### src/rtl/regfile_write_arbiter_pkg.sv
// Shared CPU definitions used by the register-file write arbiter:
// register geometry, the arbiter FSM states and the write payload.
package regfile_write_arbiter_pkg;

    localparam int unsigned REGISTER_WIDTH = 32;
    localparam int unsigned REGISTER_DEPTH = 32;
    localparam int unsigned REG_ADDR_W     = $clog2(REGISTER_DEPTH);

    typedef enum logic [0:0] {
        ARB_NORMAL = 1'b0,
        ARB_DRAIN  = 1'b1
    } arb_state_e;

    typedef struct packed {
        logic [REG_ADDR_W-1:0]     address;
        logic [REGISTER_WIDTH-1:0] data;
    } rf_write_t;

endpackage

### src/rtl/regfile_write_arbiter_sync_fifo.sv
// Synchronous FIFO holding buffered long-latency results; first-word
// fall-through read of the head entry, pointers wrap modulo DEPTH.
module sync_fifo
    import regfile_write_arbiter_pkg::*;
#(
    parameter int unsigned DEPTH = 2
) (
    input  logic                       clk,
    input  logic                       rst,
    input  logic                       push,
    input  rf_write_t                  push_data,
    input  logic                       pop,
    output rf_write_t                  pop_data,
    output logic                       full,
    output logic                       empty,
    output logic [$clog2(DEPTH+1)-1:0] count
);

    localparam int unsigned PTR_W = (DEPTH > 1) ? $clog2(DEPTH) : 1;
    localparam int unsigned CNT_W = $clog2(DEPTH + 1);

    rf_write_t          mem [DEPTH];
    logic [PTR_W-1:0]   wr_ptr;
    logic [PTR_W-1:0]   rd_ptr;
    logic               do_push;
    logic               do_pop;

    function automatic logic [PTR_W-1:0] ptr_inc(input logic [PTR_W-1:0] ptr);
        return (ptr == PTR_W'(DEPTH - 1)) ? '0 : ptr + PTR_W'(1);
    endfunction

    assign full     = (count == CNT_W'(DEPTH));
    assign empty    = (count == '0);
    assign do_push  = push && !full;
    assign do_pop   = pop && !empty;
    assign pop_data = mem[rd_ptr];

    // Storage is not reset; occupancy and pointers define validity.
    always_ff @(posedge clk) begin
        if (do_push) begin
            mem[wr_ptr] <= push_data;
        end
    end

    always_ff @(posedge clk) begin
        if (rst) begin
            wr_ptr <= '0;
            rd_ptr <= '0;
            count  <= '0;
        end else begin
            if (do_push) begin
                wr_ptr <= ptr_inc(wr_ptr);
            end
            if (do_pop) begin
                rd_ptr <= ptr_inc(rd_ptr);
            end
            if (do_push && !do_pop) begin
                count <= count + CNT_W'(1);
            end else if (do_pop && !do_push) begin
                count <= count - CNT_W'(1);
            end
        end
    end

endmodule

### src/rtl/regfile_write_arbiter.sv
// Arbitrates the single register-file write port between the pipeline
// writeback stage and buffered long-latency results, with starvation hold.
module regfile_write_arbiter
    import regfile_write_arbiter_pkg::*;
#(
    parameter int unsigned STARVE_LIMIT = 4,
    parameter int unsigned FIFO_DEPTH   = 2
) (
    input  logic                            clk,
    input  logic                            rst,
    input  logic                            wb_enable,
    input  logic [REG_ADDR_W-1:0]           wb_address,
    input  logic [REGISTER_WIDTH-1:0]       wb_data,
    input  logic                            lu_tvalid,
    output logic                            lu_tready,
    input  logic [REG_ADDR_W-1:0]           lu_address,
    input  logic [REGISTER_WIDTH-1:0]       lu_data,
    output logic                            rf_enable,
    output logic [REG_ADDR_W-1:0]           rf_address,
    output logic [REGISTER_WIDTH-1:0]       rf_data,
    output logic                            wb_hold,
    output logic [$clog2(FIFO_DEPTH+1)-1:0] pending_count
);

    localparam int unsigned SW = $clog2(STARVE_LIMIT + 1);

    localparam logic [0:0] NORMAL = ARB_NORMAL;
    localparam logic [0:0] DRAIN  = ARB_DRAIN;

    logic [0:0]    state;
    logic [0:0]    state_next;
    logic [SW-1:0] starve_cnt;
    logic [SW-1:0] starve_next;

    logic          wb_grant;
    logic          lu_push;
    logic          fifo_pop;
    logic          fifo_full;
    logic          fifo_empty;
    rf_write_t     fifo_in;
    rf_write_t     fifo_head;

    // Address 0 is the hardwired zero register: never written, never buffered.
    always_comb begin
        wb_grant = wb_enable && (wb_address != '0);
        lu_push  = lu_tvalid && lu_tready && (lu_address != '0);
        fifo_pop = !fifo_empty && !wb_grant;
    end

    assign lu_tready       = !rst && !fifo_full;
    assign fifo_in.address = lu_address;
    assign fifo_in.data    = lu_data;
    assign wb_hold         = (state == DRAIN);

    sync_fifo #(
        .DEPTH (FIFO_DEPTH)
    ) u_fifo (
        .clk       (clk),
        .rst       (rst),
        .push      (lu_push),
        .push_data (fifo_in),
        .pop       (fifo_pop),
        .pop_data  (fifo_head),
        .full      (fifo_full),
        .empty     (fifo_empty),
        .count     (pending_count)
    );

    always_ff @(posedge clk) begin
        if (rst) begin
            state      <= NORMAL;
            starve_cnt <= '0;
        end else begin
            state      <= state_next;
            starve_cnt <= starve_next;
        end
    end

    // Starvation counting and NORMAL/DRAIN transitions.
    always_comb begin
        state_next  = state;
        starve_next = starve_cnt;

        if (fifo_empty || fifo_pop) begin
            starve_next = '0;
        end else if (starve_cnt != SW'(STARVE_LIMIT)) begin
            starve_next = starve_cnt + SW'(1);
        end

        if (state == NORMAL) begin
            if ((starve_cnt == SW'(STARVE_LIMIT)) && !fifo_pop) begin
                state_next = DRAIN;
            end
        end else begin
            if (fifo_pop) begin
                state_next = NORMAL;
            end
        end
    end

    // Registered register-file write port; pipeline write has priority.
    always_ff @(posedge clk) begin
        if (rst) begin
            rf_enable  <= 1'b0;
            rf_address <= '0;
            rf_data    <= '0;
        end else begin
            rf_enable <= wb_grant || fifo_pop;
            if (wb_grant) begin
                rf_address <= wb_address;
                rf_data    <= wb_data;
            end else if (fifo_pop) begin
                rf_address <= fifo_head.address;
                rf_data    <= fifo_head.data;
            end else begin
                rf_address <= '0;
                rf_data    <= '0;
            end
        end
    end

endmodule

### config.mk
export PLATFORM = sky130hd
export DESIGN_NAME = regfile_write_arbiter
export DESIGN_NICKNAME = d
export VERILOG_FILES = /design/src/rtl/regfile_write_arbiter_pkg.sv /design/src/rtl/regfile_write_arbiter_sync_fifo.sv /design/src/rtl/regfile_write_arbiter.sv
export SDC_FILE = /design/constraint.sdc
export NUM_CORES = 1
export LEC_CHECK = 0
export CAP_MARGIN = 10
export CORE_MARGIN = 3
export CORE_UTILIZATION = 48
export CTS_CLUSTER_SIZE = 8
export DETAILED_ROUTE_END_ITERATION = 7
export PLACE_DENSITY = 0.79
export SKIP_CTS_REPAIR_TIMING = 1
export SYNTH_ARGS = -nofsm -noshare
export SYNTH_HDL_FRONTEND = slang
export SYNTH_SLANG_ARGS = --single-unit
### constraint.sdc
create_clock -name clk -period 3.7 [get_ports clk]
set_input_delay 0.37 -clock clk [delete_from_list [all_inputs] [get_ports clk]]
set_output_delay 0.37 -clock clk [all_outputs]
set_load 0.02 [all_outputs]
==> parameters.txt <==
Parameter                              Value

Outcome
  Outcome ... completed

Timing
  Setup-failing EPs final ... 0
  Final critical delay including setup and external delays ... 2.41 ns
  Max Clock Skew ... 0.0103 ns
  Final-layout setup total negative slack ... 0 ns
  Transition time of the tightest slew-check pin ... about 1.1 ns
  Period Utilization, post-route ... 0.651
  Max Clk Rate ... slightly above 400 MHz
  RSZ-0062 raised after global routing ... no
  Fin. max-slew vios ... 0
  Normalized max-slew margin ... 0.261
  Hold violation count in the final report ... 0
  Min Hold Slack ... just over 0.4 ns

Placed design
  Inst Count DP ... 538
  Post-DP Area ... roughly 5700 um^2
  Detailed-placement wirelength estimate ... 6.51 mm
  Quantity of I/O buffers inserted on ports ... 119
  Gp weighted congestion ... 0.757

Clock network
  Clock Pin Slew Worst Setup and Hold Paths ... 0.06 ns
  H-tree levels ... 4
  Number of buffers added by the clock tree synthesis step ... 17
  CTS tree ... done
  Buffer depth of the longest clock path ... 2
  Clock Tree Root ... clkbuf_8
  Number of sinks handled by clock tree synthesis ... 121
  Clock latency at the later pin of the worst-skew pair ... 0.51 ns

Routing
  Detailed-route via count ... slightly above 3000
  Initial detailed-routing violation count ... 232
  Met2 routed WL ... about 5.5 mm
  Count of nets left with antenna violations after detail routing ... 0
  Routed wire per std cell ... 17.9 um
  Uppermost layer routed ... met4
  Router iterations before antenna repair ... 5
  Met1 routed wirelength after detailed routing ... 3.90 mm
  Via count normalized by instance count ... around 5.4
  Number of remaining DRC errors ... 0
  Wirelength, routed ... slightly above 10 mm
  DR WL met3 ... 628 um

Cells and area
  Post-layout net count ... 530
  Final cell utilization of the core ... 0.707
  Area delta synth->final ... 41.0%
  Diode count ... 0
  Post-layout instance count excluding filler cells ... 570
  Layout cell share with drive strength beyond 1 ... 0.167
  Post-route design area ... 6290 um^2

Power
  Power density over cell area ... 648 nW/um^2
  Peak supply drop ... 0.000346 V
  Static power due to leakage ... 2.20 nW

Synthesis
  Yosys warns ... 0
  Top cell type by total area after synthesis ... edfxtp_1
  Mean instance size in the synthesized netlist ... 13.5 um^2
  Yosys top cell area share ... 0.498
  Synth top area cells ... edfxtp_1, dfxtp_1, mux2_2
  Post-synthesis instance area ... 4460 um^2
  Part of the Yosys area used for sequential elements ... 0.709
  Number of standard cells after synthesis ... 330
  Net count of the mapped netlist ... between 400 and 500
  Flip-flop and latch count after synthesis ... about 120
  Distinct cells, synth ... 31

Setup path
  Reg-to-reg endpoint ... u_fifo.mem[0][13]
  Reg-to-reg slack, setup ... ~1.3 ns
  Setup Crit Path Kind ... flop to flop
  CP startpoint kind ... flop
  Highest fanout seen on the critical path ... 37
  Required time reported for the critical path endpoint ... 3.82 ns
  Path depth of the worst reg2reg path ... 4
  Endpoint kind of the worst setup timing path ... flop
  Source of the critical timing path ... u_fifo.count[0]
  Arrival time of data at the critical path endpoint ... roughly 2.5 ns
  R2R Path Start ... u_fifo.count[0]

Global route
  Largest net degree at the start of global routing ... 46
  Tot GR Track Use ... 0.203
  Final global-route overflow total ... 0
  Number of antenna violations at the first check in global routing ... 0
  Vias in the first global route ... approximately 3200
  Wire length of the first global-routing pass ... 15.8 mm

Hold path
  Cell depth of the worst hold path ... 3
  Origin of the worst min-delay path ... wb_data[28]
  Worst hold path type ... input pin to flop
  Endpoint of the worst hold path ... rf_data[28]

Floorplanning
  Area of the placeable core ... 8890 um^2
  Die H ... 102 um
  Effective utilization at floorplan ... 0.502
  Number of top-level pins ... 120
  Total number of placement rows ... 34
  Die width ... roughly 100 um
  Die outline area ... about 10000 um^2

Flow run
  Maximum Capacitance Violations ... 0
## state kept, by name, summed over array words and instances, names as in the netlist, named ones only
register	cells
wb_hold	1
rf_data	32
u_fifo.rd_ptr	1
starve_cnt	3
u_fifo.mem	74
u_fifo.count	2
rf_enable	1
u_fifo.wr_ptr	1
rf_address	5
## area by class of cell
cell class                      instances  area [um^2]
Tap cell                              108          135
Clock buffer                           17          414
Fill cell                             612         2600
Clock inverter                         15          153
Timing Repair Buffer                  122         1210
Sequential cell                       121         3160
Multi-Input combinational cell        184         1200
Inverter                                3         11.3
## where the power goes
part           switching [mW]  internal, mW
logic                   0.419         0.404
clock network           0.582         0.955
registers               0.113          1.61
## layer usage
metal  global-route usage  vias to the layer above
li1                     -                     1442
met1                0.229                     1508
met2                0.355                      110
met3               0.0573                       13
met4               0.0969                        0
met5                    0                        -
## worst max-delay path, stage by stage (launching register included)
cell and delay (ns):
dfxtp_1 0.44, inv_1 0.08, a21oi_1 0.28, o211a_1 0.29, nor2b_4 0.93
## Yosys cell counts
master,count
a211oi_1,1
a21oi_1,41
a32oi_1,2
and2_1,1
buf_1,1
buf_2,2
buf_4,4
clkbuf_1,15
dfxtp_1,47
edfxtp_1,74
ha_1,3
inv_1,3
mux2_2,37
mux2i_1,2
nand2_1,37
nand2b_1,2
nand3_1,35
nand3b_1,1
nor2_1,4
nor2b_1,1
nor3_1,3
o211a_1,1
o21a_1,1
o21ai_0,3
o21ai_2,1
or2_2,1
or3_1,2
or4_1,1
or4_4,1
xnor2_1,1
xor2_1,2
## metrics by stage
step	worst slack, ns	total power [mW]
finish	1.29	4.08
global route	1.10	4.24
CTS	1.24	4.11
detailed placement	1.13	2.57
global placement	1.18	2.54
floorplan	0.295	2.22
## logic make-up (layout without fill, tap and decap cells)
family / Yosys count / after routing / share of synthesized area
fa+ha+maj: 3 / 3 / 0.00842
mux: 39 / 39 / 0.0979
flops: 121 / 121 / 0.709
buf+inv: 25 / 157 / 0.0250
xor+xnor: 3 / 3 / 0.00589
simple gates: 89 / 89 / 0.0928
compound gates: 50 / 50 / 0.0609
## placed cells by master, fill, tap and decap left out, drive strengths merged, types with 2 or more instances in the layout
cell and count:
nand2 37, xor2 2, a32oi 2, edfxtp 74, nor3 3, mux2i 2
ha 3, or4 2, mux2 37, clkdlybuf4s50 118, o21ai 4, buf 4
nand2b 2, a21oi 41, clkinv 9, or3 2, clkbuf 17, bufinv 2
dfxtp 47, nor2 4, inv 4, nand3 35, clkinvlp 3
## how the worst max path moves through the flow
stage / endpoint / slack (ns)
2_1_floorplan: u_fifo.mem[0][0] / 0.30
3_3_place_gp: u_fifo.mem[0][25] / 1.18
3_5_place_dp: u_fifo.mem[0][15] / 1.13
4_1_cts: u_fifo.mem[0][33] / 1.24
5_1_grt: u_fifo.mem[0][13] / 1.10
6_report: u_fifo.mem[0][13] / 1.29
Power figures use the tool's default switching activity.
